[src/rtl/match_scoreboard.sv]
// N-player saturating match scoreboard: edge-detected point requests, optional
// win-by-two rule, serve hold between points and freeze once a winner is found.
module match_scoreboard #(
  parameter int NUM_PLAYERS = 2,
  parameter int SCORE_W     = 4,
  parameter int WIN_SCORE   = 9,
  parameter int WIN_BY_TWO  = 0,
  parameter int HOLD_CYCLES = 50
) (
  input  logic                           clk,
  input  logic                           rst,
  input  logic [NUM_PLAYERS-1:0]         point_in,
  input  logic                           new_game,
  output logic [NUM_PLAYERS*SCORE_W-1:0] scores,
  output logic [1:0]                     winner,
  output logic                           game_over,
  output logic                           serve_hold,
  output logic [NUM_PLAYERS-1:0]         point_flash
);

  localparam int CNT_W = (HOLD_CYCLES > 1) ? $clog2(HOLD_CYCLES) : 1;
  localparam logic [SCORE_W-1:0] SCORE_MAX = '1;
  localparam logic [SCORE_W-1:0] WIN_VAL   = SCORE_W'(WIN_SCORE);
  localparam logic [CNT_W-1:0]   HOLD_INIT = CNT_W'(HOLD_CYCLES - 1);

  typedef enum logic [1:0] {PLAY, HOLD, OVER} state_e;

  state_e                                 state_q, state_d;
  logic [CNT_W-1:0]                       cnt_q, cnt_d;
  logic [NUM_PLAYERS-1:0]                 prev_q, prev_d;
  logic [NUM_PLAYERS-1:0][SCORE_W-1:0]    score_q, score_d;
  logic [1:0]                             winner_q, winner_d;
  logic                                   over_q, over_d;
  logic                                   hold_q, hold_d;
  logic [NUM_PLAYERS-1:0]                 flash_q, flash_d;

  logic [NUM_PLAYERS-1:0] rise;
  logic [NUM_PLAYERS-1:0] sel_oh;
  logic [1:0]             sel;
  logic                   hit;
  logic [SCORE_W-1:0]     inc;
  logic                   lead_ok;
  logic                   win;

  // Lowest-index rise wins; simultaneous rises from other players are dropped.
  always_comb begin
    rise   = point_in & ~prev_q;
    hit    = 1'b0;
    sel    = '0;
    sel_oh = '0;
    for (int unsigned i = NUM_PLAYERS; i > 0; i--) begin
      if (rise[i-1]) begin
        hit            = 1'b1;
        sel            = 2'(i - 1);
        sel_oh         = '0;
        sel_oh[i-1]    = 1'b1;
      end
    end
  end

  always_comb begin
    inc     = (score_q[sel] == SCORE_MAX) ? SCORE_MAX : score_q[sel] + 1'b1;
    lead_ok = 1'b1;
    for (int unsigned j = 0; j < NUM_PLAYERS; j++) begin
      if (!sel_oh[j] && ({1'b0, inc} < ({1'b0, score_q[j]} + (SCORE_W+1)'(2))))
        lead_ok = 1'b0;
    end
    // Saturation forces the win so a win-by-two match cannot stall at the ceiling.
    win = ((inc >= WIN_VAL) && ((WIN_BY_TWO == 0) || lead_ok)) ||
          ((WIN_BY_TWO != 0) && (inc == SCORE_MAX));
  end

  always_comb begin
    state_d  = state_q;
    cnt_d    = cnt_q;
    prev_d   = point_in;
    score_d  = score_q;
    winner_d = winner_q;
    over_d   = over_q;
    hold_d   = hold_q;
    flash_d  = '0;
    if (new_game) begin
      score_d  = '0;
      over_d   = 1'b0;
      winner_d = '0;
      hold_d   = 1'b1;
      state_d  = HOLD;
      cnt_d    = HOLD_INIT;
    end else begin
      unique case (state_q)
        PLAY: begin
          if (hit) begin
            score_d[sel] = inc;
            flash_d      = sel_oh;
            hold_d       = 1'b1;
            if (win) begin
              state_d  = OVER;
              over_d   = 1'b1;
              winner_d = sel;
            end else begin
              state_d = HOLD;
              cnt_d   = HOLD_INIT;
            end
          end
        end
        HOLD: begin
          if (cnt_q == '0) begin
            state_d = PLAY;
            hold_d  = 1'b0;
          end else begin
            cnt_d = cnt_q - 1'b1;
          end
        end
        OVER: ;
        default: begin
          state_d = HOLD;
          cnt_d   = HOLD_INIT;
        end
      endcase
    end
  end

  always_ff @(posedge clk or negedge rst) begin
    if (!rst) begin
      state_q  <= HOLD;
      cnt_q    <= HOLD_INIT;
      prev_q   <= '1;
      score_q  <= '0;
      winner_q <= '0;
      over_q   <= 1'b0;
      hold_q   <= 1'b1;
      flash_q  <= '0;
    end else begin
      state_q  <= state_d;
      cnt_q    <= cnt_d;
      prev_q   <= prev_d;
      score_q  <= score_d;
      winner_q <= winner_d;
      over_q   <= over_d;
      hold_q   <= hold_d;
      flash_q  <= flash_d;
    end
  end

  assign scores      = score_q;
  assign winner      = winner_q;
  assign game_over   = over_q;
  assign serve_hold  = hold_q;
  assign point_flash = flash_q;

endmodule

[config.mk]
export PLATFORM = sky130hd
export DESIGN_NAME = match_scoreboard
export DESIGN_NICKNAME = d
export VERILOG_FILES = /design/src/rtl/match_scoreboard.sv
export SDC_FILE = /design/constraint.sdc
export NUM_CORES = 1
export LEC_CHECK = 0
export ABC_AREA = 1
export CAP_MARGIN = 20
export CORE_MARGIN = 1.5
export CORE_UTILIZATION = 49
export DETAILED_ROUTE_END_ITERATION = 12
export GPL_TIMING_DRIVEN = 0
export MAX_ROUTING_LAYER = met4
export PLACE_DENSITY = 0.75
export SYNTH_ARGS = -nofsm -noshare
export SYNTH_HDL_FRONTEND = slang
export SYNTH_SLANG_ARGS = --single-unit
export TNS_END_PERCENT = 1
[constraint.sdc]
create_clock -name clk -period 1.88 [get_ports clk]
set_input_delay 0.47 -clock clk [delete_from_list [all_inputs] [get_ports clk]]
set_output_delay 0.47 -clock clk [all_outputs]
set_load 0.01 [all_outputs]
# Word-level counts from Yosys, hierarchy flattened
# Cells that the tools add are included.
[totals]
in_bits = 5
out_inout_bits = 14
wordCells = 76
register_bits = 24
[op_classes]
n_eq_ne = 8
addsub = 2
bitwise = 2
mux = 40
order_cmp = 3
n_reduce_logical = 12
[op_table]
columns = ["op", "count"]
rows = [
  ["2-bit 2-to-1 mux", 13],
  ["6-bit 2-to-1 mux", 4],
  ["8-bit 2-to-1 mux", 3],
  ["6-bit one-hot mux with 3 select lines", 1],
  ["4-bit 2-to-1 mux", 4],
  ["3-bit inequality test, second input constant", 4],
  ["1-bit 2-to-1 mux", 11],
  ["3-bit AND reduction", 3],
  ["8-bit bitwise mux", 1],
  ["6-bit logical NOT", 1],
  ["2-bit one-hot mux with 3 select lines", 1],
  ["2-bit nonzero test", 3],
  ["6-bit by 1-bit subtractor with 6-bit output, second input constant", 1],
  ["4-bit by 1-bit adder with 4-bit output, second input constant", 1],
  ["4-bit demux with 1-bit select", 1],
  ["4-bit == test, second input constant", 1],
  ["4-bit greater-or-equal comparator, second input constant", 1],
  ["4-bit AND reduction", 1],
  ["3-bit nonzero test", 1],
  ["2-bit bitwise AND", 1],
  ["2-bit by 1-bit == test with 1-bit output, second input constant", 1],
  ["2-bit == test, second input constant", 1],
  ["2-bit by 1-bit greater-or-equal comparator with 1-bit output, second input constant", 1],
  ["2-bit logical NOT", 1],
  ["6 further kinds", 6],
]

# Longest topological paths before layout
# Gate-level depths: netlist (run 1).
[depth]
word_depth = 13
depth_mapped = 15
ltp_nobuf = 15

# Worst setup path before layout (run 1)
# OpenSTA, ideal clock, no wires.
[synth_timing]
path_type = "reg-to-reg"
startpoint = "register prev_q[0]"
endpoint = "register cnt_q[1]"
period_less_slack_ps = 2072
path_stages_with_launch = 14
path_slack_ps = -192
arrival_ps = 1954
required_time_ps = 1762
path_buffers = 0
setup_ps = 118
cell_sequence = "dfstp_2 -> clkinv_1 -> nand2_2 -> nand2_4 -> nand2_1 -> nand2_2 -> ha_1 -> or2_2 -> nor2_4 -> nand2_4 -> nand3_4 -> nand2_4 -> nand3_1 -> nand2_1"
[synth_via]
elab_chain_cells = 10
word_cells_on_any_way = 13
cone_classes = "add/sub (1); order compare (1); eq/ne (3); mux (5); bitwise (2); reduce/logical (1)"
[synth_lines]
columns = ["item", "line", "rtl"]
rows = [
  ["from (decl)", "30", "logic [NUM_PLAYERS-1:0] prev_q, prev_d;"],
  ["from (signal assigned)", "136", "prev_q <= prev_d;"],
  ["2-bit inverter (*)", "47", "rise = point_in & ~prev_q;"],
  ["2-bit bitwise AND (*)", "47", ""],
  ["1-bit 2-to-1 mux", "52", "if (rise[i-1]) begin"],
  ["4-bit 2-to-1 mux (not written as such) (2 in a row)", "62", "inc = (score_q[sel] == SCORE_MAX) ? SCORE_MAX : score_q[sel] + 1'b1;"],
  ["4-bit by 1-bit adder with 4-bit output or 4-bit == test (tied branches)", "62", ""],
  ["4-bit 2-to-1 mux", "62", ""],
  ["4-bit greater-or-equal comparator", "69", "win = ((inc >= WIN_VAL) && ((WIN_BY_TWO == 0) || lead_ok)) ||"],
  ["3-bit inequality test (no line)", "-", ""],
  ["4-bit AND reduction (no line) (*)", "-", ""],
  ["to (signal assigned)", "135", "cnt_q <= cnt_d;"],
  ["to (decl)", "29", "logic [CNT_W-1:0] cnt_q, cnt_d;"],
]
# Mark *: on every way between the ends. The rest lies on a longest branch, timed or not. The select of a mux whose other input is x is not followed.
# A chain may end at the register's enable or synchronous reset.

# Final worst setup path (run 1)
[layout_timing]
startpoint = "register prev_q[0]"
endpoint = "register cnt_q[3]"
# The elaborated chain is that of the path after synthesis.

==> results.txt, run 1 <==
Status -> finished, violations left
Violated checks -> negative setup slack
GPL Wtd Cong -> 0.8646
Critical path, cell by cell -> inv_4 -> nand2_8 -> nand2_8 -> nand2_4 -> nand2_8 -> ha_4 -> or2_4 -> nor2_4 -> nand2_4 -> nand3_4 -> nand2_4 -> nand3_1 -> nand2_1
GRT Residual Overflow -> 0
Worst r2r src -> prev_q[0]$_DFF_PN1_
Hold WS -> 0.3976 ns
RR Endpoint -> cnt_q[3]$_DFFE_PN0P_
Row cnt -> 19
Crit path max fanout -> 7
Worst EP required -> 2.11 ns
Share of layout cells above drive strength 1 -> 0.3333
Clk sinks -> 23
Top cell type by total area after synthesis -> dfrtp_1
Area after DPL -> 1670 µm²
Design Area, Final -> 1861 µm²
Full die area -> 3241 µm²
Layout Nets -> 208
Drt drc -> 0
Max frequency -> 499.8 MHz
Max cap viols -> 0
Vias per cell -> 5.227
GRT Util Overall -> 0.2074
Setup violators final -> 10
Critical Path Source -> prev_q[0]$_DFF_PN1_
Core ar. -> 2758 µm²
HPWL Detailed -> 2192 µm
Critical Path AT -> 2.23 ns
Via count -> 1197
Setup WS post-layout -> -0.1208 ns
Final hold vios -> 0
WHS Path Cells -> 1
Port Buffers -> 16
Die X -> 56.93 µm
CP max-delay cell -> dfstp_2
Longest Clk Path Bufs -> 2
Antenna Cells -> 0
Number of synthesized flops with an enable pin -> 0
Crit path kind -> flop to flop
WL per Instance -> 12.84 µm
Mapped Cells -> 167
Root Driver -> clkbuf_4
Setup tns final -> -0.8158 ns
Distinct cells, synth -> 31
Yosys top cell area share -> 0.2809
Filler instances -> 218
Syn Area/Cell -> 8.534 µm²
Clk slew on worst S/H paths -> 0.13 ns
Maximum vdd drop -> 0.0006092 V
Minimum clock period -> 2.001 ns
Number of global-route vias before repair -> 1156
Final design utilization -> 0.6747
First drt pass iteration count -> 4
Final Slew Violations -> 0
Worst hold path endpoint -> prev_q[1]$_DFF_PN1_
Initial Util -> 0.5168
First-iteration detailed-routing DRC count -> 46
H-tree levels -> 1
Ys flop type -> dfrtp_1
Register bit total from synthesis -> 23
RSZ-0062 raised after global routing -> yes
Max Clock Skew -> 0.01132 ns
Syn nets -> 176
Yosys Warn Count -> 0
First-pass GRT wire length -> 5023 µm
Layout overhead on the synthesized area -> 30.55%
Mapped Area -> 1425 µm²
Final WL -> 2941 µm
Synth top area cells -> dfrtp_1 (28%), dfstp_2 (13%), nand3_1 (8.8%), nand2_1 (7.4%), inv_1 (4.7%)
Worst reg-to-reg setup slack -> -0.12 ns
CTS buffer count -> 3
Synth async-reset ratio -> 1.000
Pwr Total -> 1.393 mW
Worst path max stage delay -> 0.57 ns
Initial antenna violation count -> 0
Leak -> 0.8542 nW
Hold_sp -> point_in[1]
Synth cell count leaders -> nand2_1 (28), nand3_1 (25), inv_1 (18), dfrtp_1 (16), nor2_1 (13)
Top-count cell post-synth -> nand2_1
Largest net degree at the start of global routing -> 24
Reg2reg path depth -> 13
CTS tree -> built
Final Cycle Share -> 1.064
Antenna Violating Nets Remaining -> 0
Post-synthesis sequential area ratio -> 0.4100
Chip height -> 56.93 µm
Worst skew pair latency -> 0.32 ns
IO Count -> 19
CP Capture Type -> flop
P per Cell Area -> 748.5 nW/µm²
Worst Hold Class -> primary input to flop
Startpoint types -> flop
-- power breakdown --
group	switching [mW]	internal [mW]	leakage (nW)
clock network	0.154	0.0813	0.0139
logic	0.292	0.204	0.546
registers	0.0740	0.587	0.294
total	0.520	0.872	0.854
-- flip-flops by register name (all words and copies together), names as in the netlist --
name and flops:
serve_hold 1, prev_q 2, scores 8, cnt_q 6, point_flash 2, winner 1, game_over 1, state_q 2
-- worst max-delay path by stage --
| stage | to | slack, ns | cells past startpoint |
|---|---|---|---|
| 6_report | cnt_q[3]$_DFFE_PN0P_ | -0.12 | 13 |
| 5_1_grt | cnt_q[1]$_DFFE_PN0P_ | -0.23 | 13 |
| 4_1_cts | cnt_q[1]$_DFFE_PN0P_ | -0.11 | 13 |
| 3_5_place_dp | cnt_q[3]$_DFFE_PN0P_ | -0.66 | 14 |
| 3_3_place_gp | cnt_q[2]$_DFFE_PN0P_ | -0.61 | 14 |
| 2_1_floorplan | game_over$_DFFE_PN0P_ | 0.001 | 13 |
-- timing repair --
item / 4_1_cts / 5_1_grt
hold buffers: 0 / 0
endpoints found under the hold margin: 0 / 0
setup buffers: 4 / 6
pin swaps: 3 / 8
setup endpoints to repair: 12 / 12
resized for setup: 2 / 14
-- cells in the final DEF (no fill, tap or decap), types with 2 or more instances in the layout --
master / synthesis / final
o21ai_1: 2 / 2
nand3_1: 25 / 21
nand2_8: 0 / 3
inv_2: 3 / 2
nand2_4: 6 / 8
dfstp_2: 7 / 7
nand3_2: 4 / 6
nand4_2: 2 / 2
dfrtp_1: 16 / 16
nand2_2: 8 / 6
ha_1: 4 / 2
inv_4: 0 / 2
nand3_4: 1 / 3
dlygate4sd2_1: 0 / 2
nor2_4: 2 / 2
clkdlybuf4s50_1: 0 / 13
nor3_1: 5 / 5
o21ai_0: 6 / 6
nor2_1: 13 / 13
nand4_1: 3 / 3
inv_1: 18 / 18
nand2_1: 28 / 25
buf_4: 1 / 11
clkbuf_4: 0 / 3
-- cell families after synthesis --
| logic type | count (synthesis) | share of synthesized area |
|---|---|---|
| xor gates and xnor gates | 2 | 0.01229 |
| and+or+nand+nor | 102 | 0.4276 |
| adders and majority gates | 4 | 0.03512 |
| DFF | 23 | 0.4100 |
| AOI/OAI and AO/OA | 10 | 0.03600 |
| other | 1 | 0.002631 |
| buffers and inverters | 25 | 0.07637 |
-- layout make-up --
cell class	instances	area, µm²	area share
Buffer	3	26.28	0.01412
Clock inverter	1	7.507	0.004035
Clock buffer	3	22.52	0.01210
Inverter	22	87.58	0.04707
Timing Repair Buffer	27	250.2	0.1345
Multi-Input combinational cell	119	843.3	0.4533
Sequential cell	23	584.3	0.3141
Tap cell	31	38.79	0.02085
-- stage by stage --
step           worst slack [ns]  std cells
2_1_floorplan          0.001135        167
3_3_place_gp            -0.6107        214
3_5_place_dp            -0.6554        214
4_1_cts                 -0.1097        222
5_1_grt                 -0.2262        229
6_report                -0.1208        229
-- layer usage --
metal  GRT usage  share of wire  wire length, µm  vias to the layer above
li1            -              -                -                      604
met1      0.2371           0.42             1228                      572
met2      0.3530           0.55             1613                       17
met3     0.02721          0.018               54                        4
met4      0.1096          0.015               44                        0
met5           -              0                0                        -
-- critical path: cells and delay by family (launching register included) --
| family | cells | cell delay, ns |
|---|---|---|
| simple gates | 11 | 1.08 |
| buf+inv | 1 | 0.04 |
| fa+ha+maj | 1 | 0.21 |
| flops | 1 | 0.57 |
(Power assumes the default switching activity.)
==> inputs of run 2 (changes only) <==
CORE_MARGIN = 10   (was 1.5)
CORE_UTILIZATION = 54   (was 49)
PLACE_DENSITY = 0.79   (was 0.75)
clock period = 2 ns   (was 1.88 ns; I/O delays follow)
==> run 2 against run 1 <==
  * The run now ends clean
  * Clock power decreased by 7%
  * Power decreased by 5.3%
  * Maximum frequency increased by 0.86%
  * First-iteration DRC count increased by 39%
  * Sequential power down 5.6%
  * Critical endpoint is now cnt_q[2]$_DFFE_PN0P_
  * Hold slack improved by 0.034 ns
==> results.txt, run 2 (same netlist as run 1, synthesis figures left out) <==
Status -> finished clean
Layout overhead on the synthesized area -> 29.41%
H-tree levels -> 1 (unchanged)
Top Family by Delay on Critical Path -> simple AND/OR/NAND/NOR gates
Initial antenna violation count -> 0 (unchanged)
Max frequency -> 504.1 MHz (+0.86%)
Critical Path AT -> 2.20 ns (-0.03 ns)
HPWL Detailed -> 2382 µm (+8.7%)
First-pass GRT wire length -> 5451 µm (+8.5%)
Met2 Use GR -> 0.2412 (-0.1119)
Initial Util -> 0.5701 (+0.05328)
Clk slew on worst S/H paths -> 0.14 ns (about the same)
Worst path max stage delay -> 0.57 ns (about the same)
Most frequent cells in the layout -> nand2_1 (25), inv_1 (18), nand3_1 (18), dfrtp_1 (16), clkdlybuf4s50_1 (14)
IO Count -> 19 (unchanged)
Full die area -> 5094 µm² (+57%)
Chip height -> 71.37 µm (+25%)
CTS buffer count -> 3 (unchanged)
Setup slack at placement -> -0.6608 ns (-0.005323 ns)
Met1 global-route usage -> 0.1395 (-0.09762)
Layout Cells excl Fill -> 225 (-1.7%)
Design Area, Final -> 1844 µm² (-0.87%)
Final hold vios -> 0 (unchanged)
Port Buffers -> 16 (unchanged)
Bufs and invs on worst path -> 1 (unchanged)
Antenna Violating Nets Remaining -> 0 (unchanged)
Maximum vdd drop -> 0.0006483 V (+6.4%)
Final design utilization -> 0.7377 (+0.06306)
Crit path kind -> flop to flop
CP Capture Type -> flop
Worst Hold Class -> primary input to flop
GPL Wtd Cong -> 0.8902 (+3.0%)
Clk sinks -> 23 (unchanged)
Commonest non-fill, non-tap cell in the layout -> nand2_1
Max FFs per register -> 8 (unchanged)
Critical path depth in cells -> 13 (unchanged)
Core ar. -> 2500 µm² (-9.3%)
Crit path max fanout -> 7 (unchanged)
Hold buffer count at cts -> 0 (unchanged)
Layout Nets -> 205 (-1.4%)
Largest net degree at the start of global routing -> 24 (unchanged)
Placed Cells -> 213 (-0.47%)
Number of global-route vias before repair -> 1201 (+3.9%)
Gr busiest metal -> met2
Startpoint types -> flop
GRT Util Overall -> 0.1301 (-0.07731)
CP max-delay cell -> dfstp_2
Share of layout cells above drive strength 1 -> 0.3385 (+0.005128)
First-iteration detailed-routing DRC count -> 64 (+39%)
Pwr Total -> 1.319 mW (-5.3%)
Antenna Cells -> 0 (unchanged)
Minimum clock period -> 1.984 ns (-0.01706 ns)
Final Cycle Share -> 0.9919 (-0.07238)
M3 GR Usage -> 0.02066 (-0.006550)
Root Driver -> clkbuf_4
Longest Clk Path Bufs -> 2 (unchanged)
Vias per cell -> 5.444 (+4.2%)
Drt drc -> 0 (unchanged)
Setup violators final -> 0 (-10)
Die X -> 71.37 µm (+25%)
Row cnt -> 18 (-1)
CTS tree -> built
WHS Path Cells -> 1 (unchanged)
Max Clock Skew -> 0.008728 ns (-0.002595 ns)
Worst skew pair latency -> 0.31 ns (about the same)
Reg2reg path depth -> 13 (unchanged)
Final WL -> 3235 µm (+10%)
Final Slew Violations -> 0 (unchanged)
Area after DPL -> 1632 µm² (-2.3%)
First drt pass iteration count -> 4 (unchanged)
Via count -> 1225 (+2.3%)
P per Cell Area -> 715.1 nW/µm² (-4.5%)
Setup WS post-layout -> 0.01624 ns (+0.1371 ns)
Max cap viols -> 0 (unchanged)
Worst EP required -> 2.22 ns (+0.11 ns)
WL per Instance -> 14.38 µm (+12%)
GRT Residual Overflow -> 0 (unchanged)
Critical path, cell by cell -> inv_4 -> nand2_8 -> nand2_8 -> nand2_4 -> nand2_4 -> ha_4 -> or2_4 -> nor2_4 -> nand2_4 -> nand3_4 -> nand2_8 -> nand3_2 -> nand2_1
RSZ-0062 raised after global routing -> yes
Leak -> 0.8498 nW (-0.52%)
## run 2: what timing repair did
item	4_1_cts	5_1_grt
pin swaps	4	12
resized for setup	9	15
buffers inserted	5	2
gates cloned	0	0
setup endpoints to repair	12	10
## run 2: path summary, 6_finish.rpt
check	from	to	slack [ns]
setup reg to reg	prev_q[0]$_DFF_PN1_	cnt_q[2]$_DFFE_PN0P_	0.02
hold reg to reg	cnt_q[5]$_DFFE_PN1P_	cnt_q[5]$_DFFE_PN1P_	0.48
min in group asynchronous	rst	cnt_q[2]$_DFFE_PN0P_	0.50
hold / removal	point_in[1]	prev_q[1]$_DFF_PN1_	0.43
setup / recovery	prev_q[0]$_DFF_PN1_	cnt_q[2]$_DFFE_PN0P_	0.02
max in group asynchronous	rst	prev_q[0]$_DFF_PN1_	0.96
## run 2: worst reg2reg max path, stage by stage, from the launching register on
cell     delay, ns
dfstp_2       0.57
inv_4         0.04
nand2_8       0.10
nand2_8       0.07
nand2_4       0.08
nand2_4       0.06
ha_4          0.24
or2_4         0.24
nor2_4        0.12
nand2_4       0.08
nand3_4       0.09
nand2_8       0.08
nand3_2       0.07
nand2_1       0.06
## run 2: per-stage QoR
| stage | hold WS (ns) | TNS, ns |
|---|---|---|
| floorplan | 0.2044 | 0 |
| global placement | 0.4562 | -7.901 |
| detailed placement | 0.4771 | -8.605 |
| CTS | 0.4259 | 0 |
| global route | 0.4102 | -0.5919 |
| finish | 0.4315 | 0 |
## run 2: final cells by class
type,instances,area [µm²]
Multi-Input combinational cell,119,858.3
Fill cell,176,655.6
Sequential cell,23,584.3
Timing Repair Buffer,24,225.2
Inverter,22,85.08
Tap cell,30,37.54
Buffer,3,26.28
Clock buffer,3,22.52
Clock inverter,1,5.005
## run 2: power by group
group          internal, mW  switching [mW]
clock                0.0746           0.144
combinational         0.194           0.282
sequential            0.552          0.0725
## run 2: metal layers
metal / part of all wire / vias up
li1: - / 598
met1: 0.40 / 602
met2: 0.55 / 23
met3: 0.039 / 2
met4: 0.0059 / 0
met5: 0 / -
==> inputs of run 3 (changes only) <==
HOLD_SLACK_MARGIN = 0.05   (was default)
TNS_END_PERCENT = default   (was 1)
==> run 3 against run 2 <==
  * Power up 0.31%
  * Largest cell class unchanged
  * Final area up 0.14%
  * Combinational power up 0.8%
==> results.txt, run 3 (same netlist as run 1, synthesis figures left out) <==
Status -> finished clean
Most frequent cells in the layout -> nand2_1 (24), inv_1 (18), nand3_1 (18), dfrtp_1 (16), clkdlybuf4s50_1 (14)
GPL Wtd Cong -> 0.8902 (unchanged)
Worst EP required -> 2.22 ns (about the same)
Hold_sp -> point_in[1]
Pwr Total -> 1.323 mW (+0.31%)
Leak -> 0.8502 nW (about the same)
Row cnt -> 18 (unchanged)
Net Sw Frac -> 0.3789 (+0.0008776)
Root Driver -> clkbuf_4
Filler instances -> 175 (-0.57%)
Layout Nets -> 205 (unchanged)
Worst r2r src -> prev_q[0]$_DFF_PN1_
P per Cell Area -> 716.3 nW/µm² (+0.18%)
Largest net degree at the start of global routing -> 24 (unchanged)
Antenna Cells -> 0 (unchanged)
Setup violators final -> 0 (unchanged)
CTS buffer count -> 3 (unchanged)
IO Count -> 19 (unchanged)
Crit path max fanout -> 7 (unchanged)
WL per Instance -> 14.37 µm (about the same)
Final Slew Violations -> 0 (unchanged)
Max Clock Skew -> 0.008864 ns (+0.0001357 ns)
GRT Util Overall -> 0.1301 (unchanged)
Worst Hold Class -> primary input to flop
Flop pwr share -> 0.472 (about the same)
Max frequency -> 504.0 MHz (about the same)
Placed Cells -> 213 (unchanged)
Full die area -> 5094 µm² (unchanged)
Share of layout cells above drive strength 1 -> 0.3436 (+0.005128)
H-tree levels -> 1 (unchanged)
Worst reg-to-reg setup slack -> 0.02 ns (about the same)
Clk sinks -> 23 (unchanged)
Core ar. -> 2500 µm² (unchanged)
Combinational power share -> 0.363 (+0.002)
Critical Path AT -> 2.20 ns (about the same)
Minimum clock period -> 1.984 ns (+0.0004958 ns)
Clk slew on worst S/H paths -> 0.14 ns (about the same)
Via count -> 1227 (+0.16%)
Chip height -> 71.37 µm (unchanged)
Clk pwr share -> 0.165 (about the same)
Maximum vdd drop -> 0.0006524 V (+0.63%)
RR Endpoint -> cnt_q[2]$_DFFE_PN0P_
Max FFs per register -> 8 (unchanged)
Drt drc -> 0 (unchanged)
First drt pass iteration count -> 4 (unchanged)
Final hold vios -> 0 (unchanged)
Initial Util -> 0.5701 (unchanged)
Port Buffers -> 16 (unchanged)
CP Capture Type -> flop
Worst hold path endpoint -> prev_q[1]$_DFF_PN1_
CTS tree -> built
Crit path kind -> flop to flop
Final WL -> 3234 µm (about the same)
Hold buffer count at cts -> 0 (unchanged)
Layout Cells excl Fill -> 225 (unchanged)
RSZ-0062 raised after global routing -> yes
GRT Residual Overflow -> 0 (unchanged)
Internal -> 821.6 µW (+0.17%)
Startpoint types -> flop
Commonest non-fill, non-tap cell in the layout -> nand2_1
Layout overhead on the synthesized area -> 29.59%
Vias per cell -> 5.453 (+0.16%)
Max cap viols -> 0 (unchanged)
Die X -> 71.37 µm (unchanged)
Switch Pwr -> 501.3 µW (+0.54%)
WHS Path Cells -> 1 (unchanged)
Reg2reg path depth -> 13 (unchanged)
Number of global-route vias before repair -> 1201 (unchanged)
HPWL Detailed -> 2382 µm (unchanged)
First-iteration detailed-routing DRC count -> 62 (-3.1%)
Worst skew pair latency -> 0.31 ns (about the same)
Area after DPL -> 1632 µm² (unchanged)
Antenna Violating Nets Remaining -> 0 (unchanged)
First-pass GRT wire length -> 5451 µm (unchanged)
Initial antenna violation count -> 0 (unchanged)
Final Cycle Share -> 0.9921 (about the same)
Longest Clk Path Bufs -> 2 (unchanged)
Design Area, Final -> 1847 µm² (+0.14%)
[run 3: cell counts in the layout (fill, tap and decap cells not counted)]
No cell type changed its count.
[run 3: cell type report]
| cell class | instances | area, µm² | share of cell area |
|---|---|---|---|
| multi-input cells | 119 | 860.8 | 0.4661 |
| flip-flops and latches | 23 | 584.3 | 0.3164 |
| repair buffers | 24 | 225.2 | 0.1220 |
| inverters | 22 | 85.08 | 0.04607 |
| well taps | 30 | 37.54 | 0.02033 |
| plain buffers | 3 | 26.28 | 0.01423 |
| clock buffers | 3 | 22.52 | 0.01220 |
| clock inverters | 1 | 5.005 | 0.002710 |
[run 3: per-layer routing]
layer,vias to the layer above,wire length [µm],GRT usage
met1,603,1313,0.1395
met3,0,126,0.02066
li1,598,-,-
met2,26,1795,0.2412
met5,-,0,-
met4,0,0,0.03226
[run 3: critical path: stages (launching register included)]
cell and delay, ns:
dfstp_2 0.57, inv_4 0.04, nand2_8 0.10, nand2_8 0.07
nand2_4 0.08, nand2_4 0.06, ha_4 0.24, or2_4 0.24
nor2_4 0.12, nand2_4 0.08, nand3_4 0.09, nand2_8 0.08
nand3_2 0.07, nand2_1 0.06
[run 3: what timing repair did]
action,in CTS,in global routing
pin swaps,4,13
setup endpoints to repair,12,10
resized for setup,9,16
gates cloned,0,0
buffers inserted,5,2
endpoints found under the hold margin,0,0
[run 3: power groups by stage]
stage                     registers [mW]  logic [mW]  clock network [mW]
final                              0.625       0.480               0.218
after global routing               0.635       0.539               0.239
after CTS                          0.614       0.443               0.223
after detailed placement           0.620       0.431                   0
after global placement             0.618       0.414                   0
after floorplan                    0.615       0.320                   0
[run 3: through the flow]
step                setup TNS [ns]  worst slack (ns)  hold slack, ns    util
CTS                              0           0.01811          0.4259  0.6927
floorplan                        0           0.01487          0.2044       -
detailed placement          -8.605           -0.6608          0.4771  0.6527
global placement            -7.901           -0.6278          0.4562  0.6527
global route               -0.5860          -0.08110          0.4102  0.7387
finish                           0           0.01575          0.4313  0.7387
[run 3: worst max-delay path by stage]
stage                             start  depth (start not counted)              endpoint  slack, ns
global route        prev_q[0]$_DFF_PN1_                         13  cnt_q[2]$_DFFE_PN0P_      -0.08
CTS                 prev_q[0]$_DFF_PN1_                         13  cnt_q[2]$_DFFE_PN0P_       0.02
detailed placement          point_in[1]                         14  cnt_q[2]$_DFFE_PN0P_      -0.66
floorplan                   point_in[1]                         13  cnt_q[1]$_DFFE_PN0P_       0.01
finish              prev_q[0]$_DFF_PN1_                         13  cnt_q[2]$_DFFE_PN0P_       0.02
global placement            point_in[1]                         14  cnt_q[2]$_DFFE_PN0P_      -0.63
